## src/rtl/alu_pkg.sv

```systemverilog
// Shared definitions for the sequential ALU front-end: ALU op codes, MIPS
// R-type funct values, the FSM state type and the decoder output bundle.
package alu_pkg;

   localparam logic [2:0] ALU_AND = 3'b000;
   localparam logic [2:0] ALU_OR  = 3'b001;
   localparam logic [2:0] ALU_ADD = 3'b010;
   localparam logic [2:0] ALU_NOR = 3'b100;
   localparam logic [2:0] ALU_XOR = 3'b101;
   localparam logic [2:0] ALU_SUB = 3'b110;

   localparam logic [5:0] FN_ADD  = 6'h20;
   localparam logic [5:0] FN_ADDU = 6'h21;
   localparam logic [5:0] FN_SUB  = 6'h22;
   localparam logic [5:0] FN_SUBU = 6'h23;
   localparam logic [5:0] FN_AND  = 6'h24;
   localparam logic [5:0] FN_OR   = 6'h25;
   localparam logic [5:0] FN_XOR  = 6'h26;
   localparam logic [5:0] FN_NOR  = 6'h27;
   localparam logic [5:0] FN_SLT  = 6'h2A;
   localparam logic [5:0] FN_SLTU = 6'h2B;

   typedef enum logic [1:0] {
      ST_IDLE = 2'd0,
      ST_EXEC = 2'd1,
      ST_DONE = 2'd2
   } state_t;

   typedef struct packed {
      logic [2:0] op;
      logic       unsig;
      logic       slt;
      logic       illegal;
   } dec_t;

endpackage

```

## src/rtl/alu_funct_dec.sv

```systemverilog
// Purely combinational decode of a MIPS R-type funct field into the ALU
// op code, unsigned flag, set-less-than flag and illegal flag.
module alu_funct_dec
   import alu_pkg::*;
(
   input  logic [5:0] funct,
   output dec_t       dec
);

   always_comb begin
      // NOTE: every output gets a default before the case so no latch is inferred.
      dec = '{op: ALU_AND, unsig: 1'b0, slt: 1'b0, illegal: 1'b0};
      unique case (funct)
         FN_ADD:  dec.op = ALU_ADD;
         FN_ADDU: begin dec.op = ALU_ADD; dec.unsig = 1'b1; end
         FN_SUB:  dec.op = ALU_SUB;
         FN_SUBU: begin dec.op = ALU_SUB; dec.unsig = 1'b1; end
         FN_AND:  dec.op = ALU_AND;
         FN_OR:   dec.op = ALU_OR;
         FN_XOR:  dec.op = ALU_XOR;
         FN_NOR:  dec.op = ALU_NOR;
         FN_SLT:  begin dec.op = ALU_SUB; dec.slt = 1'b1; end
         FN_SLTU: begin dec.op = ALU_SUB; dec.slt = 1'b1; dec.unsig = 1'b1; end
         default: dec.illegal = 1'b1;
      endcase
   end

endmodule

```

## src/rtl/alu_seq.sv

```systemverilog
// Sequential front-end for an external combinational ALU: one request in
// flight, IDLE -> EXEC -> DONE. Optional overflow trap: ALU_SEQ_OVF_TRAP_EN.
module alu_seq
   import alu_pkg::*;
#(
   parameter int DATA_W = 32
) (
   input  logic              clk,
   input  logic              rst_n,
   input  logic              in_valid,
   output logic              in_ready,
   input  logic [5:0]        funct,
   input  logic [DATA_W-1:0] rs_val,
   input  logic [DATA_W-1:0] rt_val,
   output logic [DATA_W-1:0] alu_a,
   output logic [DATA_W-1:0] alu_b,
   output logic [2:0]        alu_op,
   output logic              alu_unsig,
   input  logic [DATA_W-1:0] alu_out,
   input  logic              alu_compout,
   input  logic              alu_overflow,
   output logic              out_valid,
   input  logic              out_ready,
   output logic [DATA_W-1:0] result,
   output logic              ovf,
   output logic              illegal,
   output logic              trap
);

   state_t            r_state;
   state_t            w_next;
   dec_t              w_dec;
   logic              w_hs;
   logic [DATA_W-1:0] r_a;
   logic [DATA_W-1:0] r_b;
   logic [2:0]        r_op;
   logic              r_unsig;
   logic              r_slt;
   logic [DATA_W-1:0] r_result;
   logic              r_ovf;
   logic              r_illegal;
   logic              w_ovf_en;
   logic              w_cap_ovf;
   logic [DATA_W-1:0] w_cap_result;

   alu_funct_dec u_dec (
      .funct (funct),
      .dec   (w_dec)
   );

   assign w_hs      = in_valid && in_ready;
   assign in_ready  = (r_state == ST_IDLE);
   assign out_valid = (r_state == ST_DONE);

   // NOTE: state elements use non-blocking assignments so every flop samples pre-edge values.
   always_ff @(posedge clk or negedge rst_n) begin
      if (!rst_n) r_state <= ST_IDLE;
      else        r_state <= w_next;
   end

   always_comb begin
      w_next = r_state;
      unique case (r_state)
         ST_IDLE: if (w_hs) w_next = w_dec.illegal ? ST_DONE : ST_EXEC;
         ST_EXEC: w_next = ST_DONE;
         ST_DONE: if (out_ready) w_next = ST_IDLE;
         default: w_next = ST_IDLE;
      endcase
   end

   // Overflow is only meaningful for the signed ADD/SUB instructions, not for SLT.
   assign w_ovf_en  = !r_unsig && !r_slt && ((r_op == ALU_ADD) || (r_op == ALU_SUB));
   assign w_cap_ovf = w_ovf_en && alu_overflow;

`ifdef ALU_SEQ_OVF_TRAP_EN
   logic r_trap;

   always_ff @(posedge clk or negedge rst_n) begin
      if (!rst_n)                                r_trap <= 1'b0;
      else if ((r_state == ST_EXEC) && w_cap_ovf) r_trap <= 1'b1;
   end

   assign trap = r_trap;
   assign w_cap_result = w_cap_ovf ? '0
                       : (r_slt ? {{(DATA_W-1){1'b0}}, alu_compout} : alu_out);
`else
   assign trap = 1'b0;
   assign w_cap_result = r_slt ? {{(DATA_W-1){1'b0}}, alu_compout} : alu_out;
`endif

   // NOTE: these are plain flops, not a memory array, so they all take the async reset.
   always_ff @(posedge clk or negedge rst_n) begin
      if (!rst_n) begin
         r_a       <= '0;
         r_b       <= '0;
         r_op      <= ALU_AND;
         r_unsig   <= 1'b0;
         r_slt     <= 1'b0;
         r_result  <= '0;
         r_ovf     <= 1'b0;
         r_illegal <= 1'b0;
      end else if ((r_state == ST_IDLE) && w_hs) begin
         if (w_dec.illegal) begin
            r_result  <= '0;
            r_ovf     <= 1'b0;
            r_illegal <= 1'b1;
         end else begin
            r_a       <= rs_val;
            r_b       <= rt_val;
            r_op      <= w_dec.op;
            r_unsig   <= w_dec.unsig;
            r_slt     <= w_dec.slt;
            r_illegal <= 1'b0;
         end
      end else if (r_state == ST_EXEC) begin
         r_result <= w_cap_result;
         r_ovf    <= w_cap_ovf;
      end
   end

   assign alu_a     = (r_state == ST_EXEC) ? r_a     : '0;
   assign alu_b     = (r_state == ST_EXEC) ? r_b     : '0;
   assign alu_op    = (r_state == ST_EXEC) ? r_op    : ALU_AND;
   assign alu_unsig = (r_state == ST_EXEC) ? r_unsig : 1'b0;

   assign result  = r_result;
   assign ovf     = r_ovf;
   assign illegal = r_illegal;

endmodule

```

## config.mk

```make
export PLATFORM = sky130hd
export DESIGN_NAME = alu_seq
export DESIGN_NICKNAME = d
export VERILOG_FILES = /design/src/rtl/alu_pkg.sv /design/src/rtl/alu_funct_dec.sv /design/src/rtl/alu_seq.sv
export SDC_FILE = /design/constraint.sdc
export NUM_CORES = 1
export LEC_CHECK = 0
export ABC_AREA = 1
export ABC_CLOCK_PERIOD_IN_PS = 2100
export CAP_MARGIN = 20
export CORE_MARGIN = 2
export CORE_UTILIZATION = 40
export CTS_BUF_LIST = sky130_fd_sc_hd__clkbuf_16
export CTS_CLUSTER_SIZE = 8
export DETAILED_ROUTE_END_ITERATION = 6
export PLACE_DENSITY = 0.78
export SLEW_MARGIN = 20
export SYNTH_ARGS = -nofsm -noshare
export SYNTH_HDL_FRONTEND = slang
export SYNTH_HIERARCHICAL = 1
export SYNTH_SLANG_ARGS = --single-unit
```

## constraint.sdc

```tcl
create_clock -name clk -period 2.1 [get_ports clk]
set_input_delay 0.42 -clock clk [delete_from_list [all_inputs] [get_ports clk]]
set_output_delay 0.42 -clock clk [all_outputs]
set_load 0.01 [all_outputs]
```

==> impl_metrics.csv <==
group,metric,value,unit
cells_and_area,final_common_cell,"clkdlybuf4s50_1",
grt,grt-ovfl-total,0,
power_and_ir_drop,p_leak,3.66,nW
floorplanning,dieArea,12500,um^2
route,drt-wirelength-per-cell,13.9,um
critical_path,rr_worst_depth,6,
sta,rsz0062_at_grt,"false",
cells_and_area,post-route-util,63.0,%
cells_and_area,layout-drive-gt1-share,5.87,%
route,antenna_left,0,
route,drc_errors,0,
cells_and_area,area_growth,54.4,%
route,vias,4321,
grt,grt_pass1_vias,4196,
critical_path,critPathLaunchType,"register",
clocking,insertion_delay,340,ps
sta,setup_ws,66.4,ps
floorplanning,core,11400,um^2
placement,port_buffers,211,
synthesis,yosysSeqAreaShare,56.7,%
sta,fmax,492,MHz
synthesis,synth_nets,664,
critical_path,reg2reg_setup_slack,400,ps
floorplanning,rows,39,
sta,setup_viol,0,
synthesis,post_synth.cell_area_avg,8.34,um^2
route,via_per_inst,4.75,
route,drtPass1Iterations,4,
placement,place_congestion,0.794,
critical_path,critPathKind,"register to output port",
grt,track_usage,20.7,%
cells_and_area,n_antenna_cell,0,
power_and_ir_drop,total_power,6.81,mW
sta,skew,5.52,ps
cells_and_area,instances_no_fill,909,
clocking,htreeDepth,3,
floorplanning,die_x,112,um
clocking,clk_pin_slew_worst_paths,70,ps
route,drt_iter0_drc,301,
synthesis,synth-seq-cells,105,
grt,grt_max_degree,68,
critical_path,endpoint_kind,"output port",
critical_path,cp.required,1680,ps
floorplanning,start_util,40.8,%
worst_hold_path,hold_class,"input port to async pin",
sta,min_period_over_period,96.8,%
clocking,clock_sinks,105,
cells_and_area,final_cell_mix,"142 x clkdlybuf4s50_1, 110 x nand2_1, 104 x dfrtp_1, 77 x nor2_1, 74 x inv_1",
synthesis,synth.distinct_cells,23,
placement,dp_cells,889,
floorplanning,num_io_pins,213,
sta,min_period,2030,ps
critical_path,critPathMaxFanout,4,
clocking,clockBufferDepth,2,
clocking,root_buffer,"clkbuf_16",
placement,dp_hpwl,9260,um
placement,place_ws,-48.8,ps
cells_and_area,layout.nets,869,
synthesis,syn_area,4640,um^2
route,drt-total-wl,12700,um
synthesis,syn_inst,556,
floorplanning,die_h,112,um
grt,antenna_found_initial,0,
clocking,cts_tree,"yes",
sta,setup_tns,0,ps
critical_path,critPathArrivalTime,1610,ps
power_and_ir_drop,p_per_area,952,nW/um^2
synthesis,ys_warn_count,6,
run_status,status,"complete, no violations",
power_and_ir_drop,ir_worst_vdd,523,uV
grt,grt_pass1_wl,20700,um
sta,finalHoldViolCount,0,
clocking,cts_buffers,9,
sta,finalMaxSlewViolations,0,
run,max-cap-violations,0,
[cell families after synthesis]
logic type,after synthesis,share of synthesized area (%)
other cells,1,0.0809
flops,105,56.7
compound gates,73,7.96
buf+inv,112,11.2
simple gates,265,24.0
[flip-flops by register name, summed over array words and instances (netlist names)]
signal and cells:
r_slt 1, r_a 32, result 32, r_unsig 1, ovf 1, r_state 2, r_b 32, r_op 3
illegal 1
[where the power goes]
part	leakage, nW	switching [mW]	internal, mW	total [mW]
Combinational	2.20	1.05	0.996	2.04
Sequential	1.30	0.271	2.75	3.02
Clock	0.148	0.715	1.03	1.75
[layout make-up]
class                           instances  area, um^2
Inverter                               76         285
Timing Repair Buffer                  230        2260
Multi-Input combinational cell        339        1500
Fill cell                             983        4210
Sequential cell                       105        2630
Clock inverter                          7        86.3
Clock buffer                            9         225
Tap cell                              143         179
[critical path, cell delays in order, from the launching register on]
cell,delay [ps]
dfrtp_1,390
buf_4,150
nor2_4,160
clkdlybuf4s50_1,580
[final timing paths]
kind | startpoint | endpoint
min reg2reg | r_b[25]$_DFFE_PN0P_ | r_b[25]$_DFFE_PN0P_
max in group asynchronous | rst_n | r_state[0]$_DFFE_PN0P_
max reg2reg | r_state[0]$_DFFE_PN0P_ | r_state[1]$_DFFE_PN0P_
min in group clk | r_b[25]$_DFFE_PN0P_ | r_b[25]$_DFFE_PN0P_
min | rst_n | r_a[7]$_DFFE_PN0P_
max | r_state[1]$_DFFE_PN0P_ | in_ready
[metal layers]
layer | up-vias | global-route usage [%] | part of all wire, %
met1 | 2021 | 26.7 | 43
met2 | 159 | 34.9 | 49
met5 | - | 0 | 0
met3 | 15 | 4.35 | 6.3
met4 | 0 | 7.08 | 1.7
li1 | 2126 | - | -
[repair_timing]
item / in CTS / in global routing
hold endpoints to repair: 20 / 0
cloned: 1 / 0
setup endpoints to repair: 68 / 8
pin swaps: 1 / 0
resized for setup: 69 / 3
hold buffers: 1 / 0
buffers inserted: 1 / 1
[stage by stage]
step                area, um^2  hold slack (ps)
floorplan                 4640              124
global placement          6870              331
detailed placement        6870              336
CTS                       7150              516
global route              7160              533
finish                    7160              514
[Yosys cell counts, drive strengths merged]
cell	instances	area (um^2)
nor2	81	324
nand3	67	340
nor3	3	15.0
o21ai	71	355
nand2	112	423
dfrtp	105	2630
buf	29	209
a21oi	2	13.8
or2	1	6.26
conb	1	3.75
inv	76	285
and2	1	6.26
clkbuf	7	26.3
Note: power is estimated with default switching activity, not from simulation.
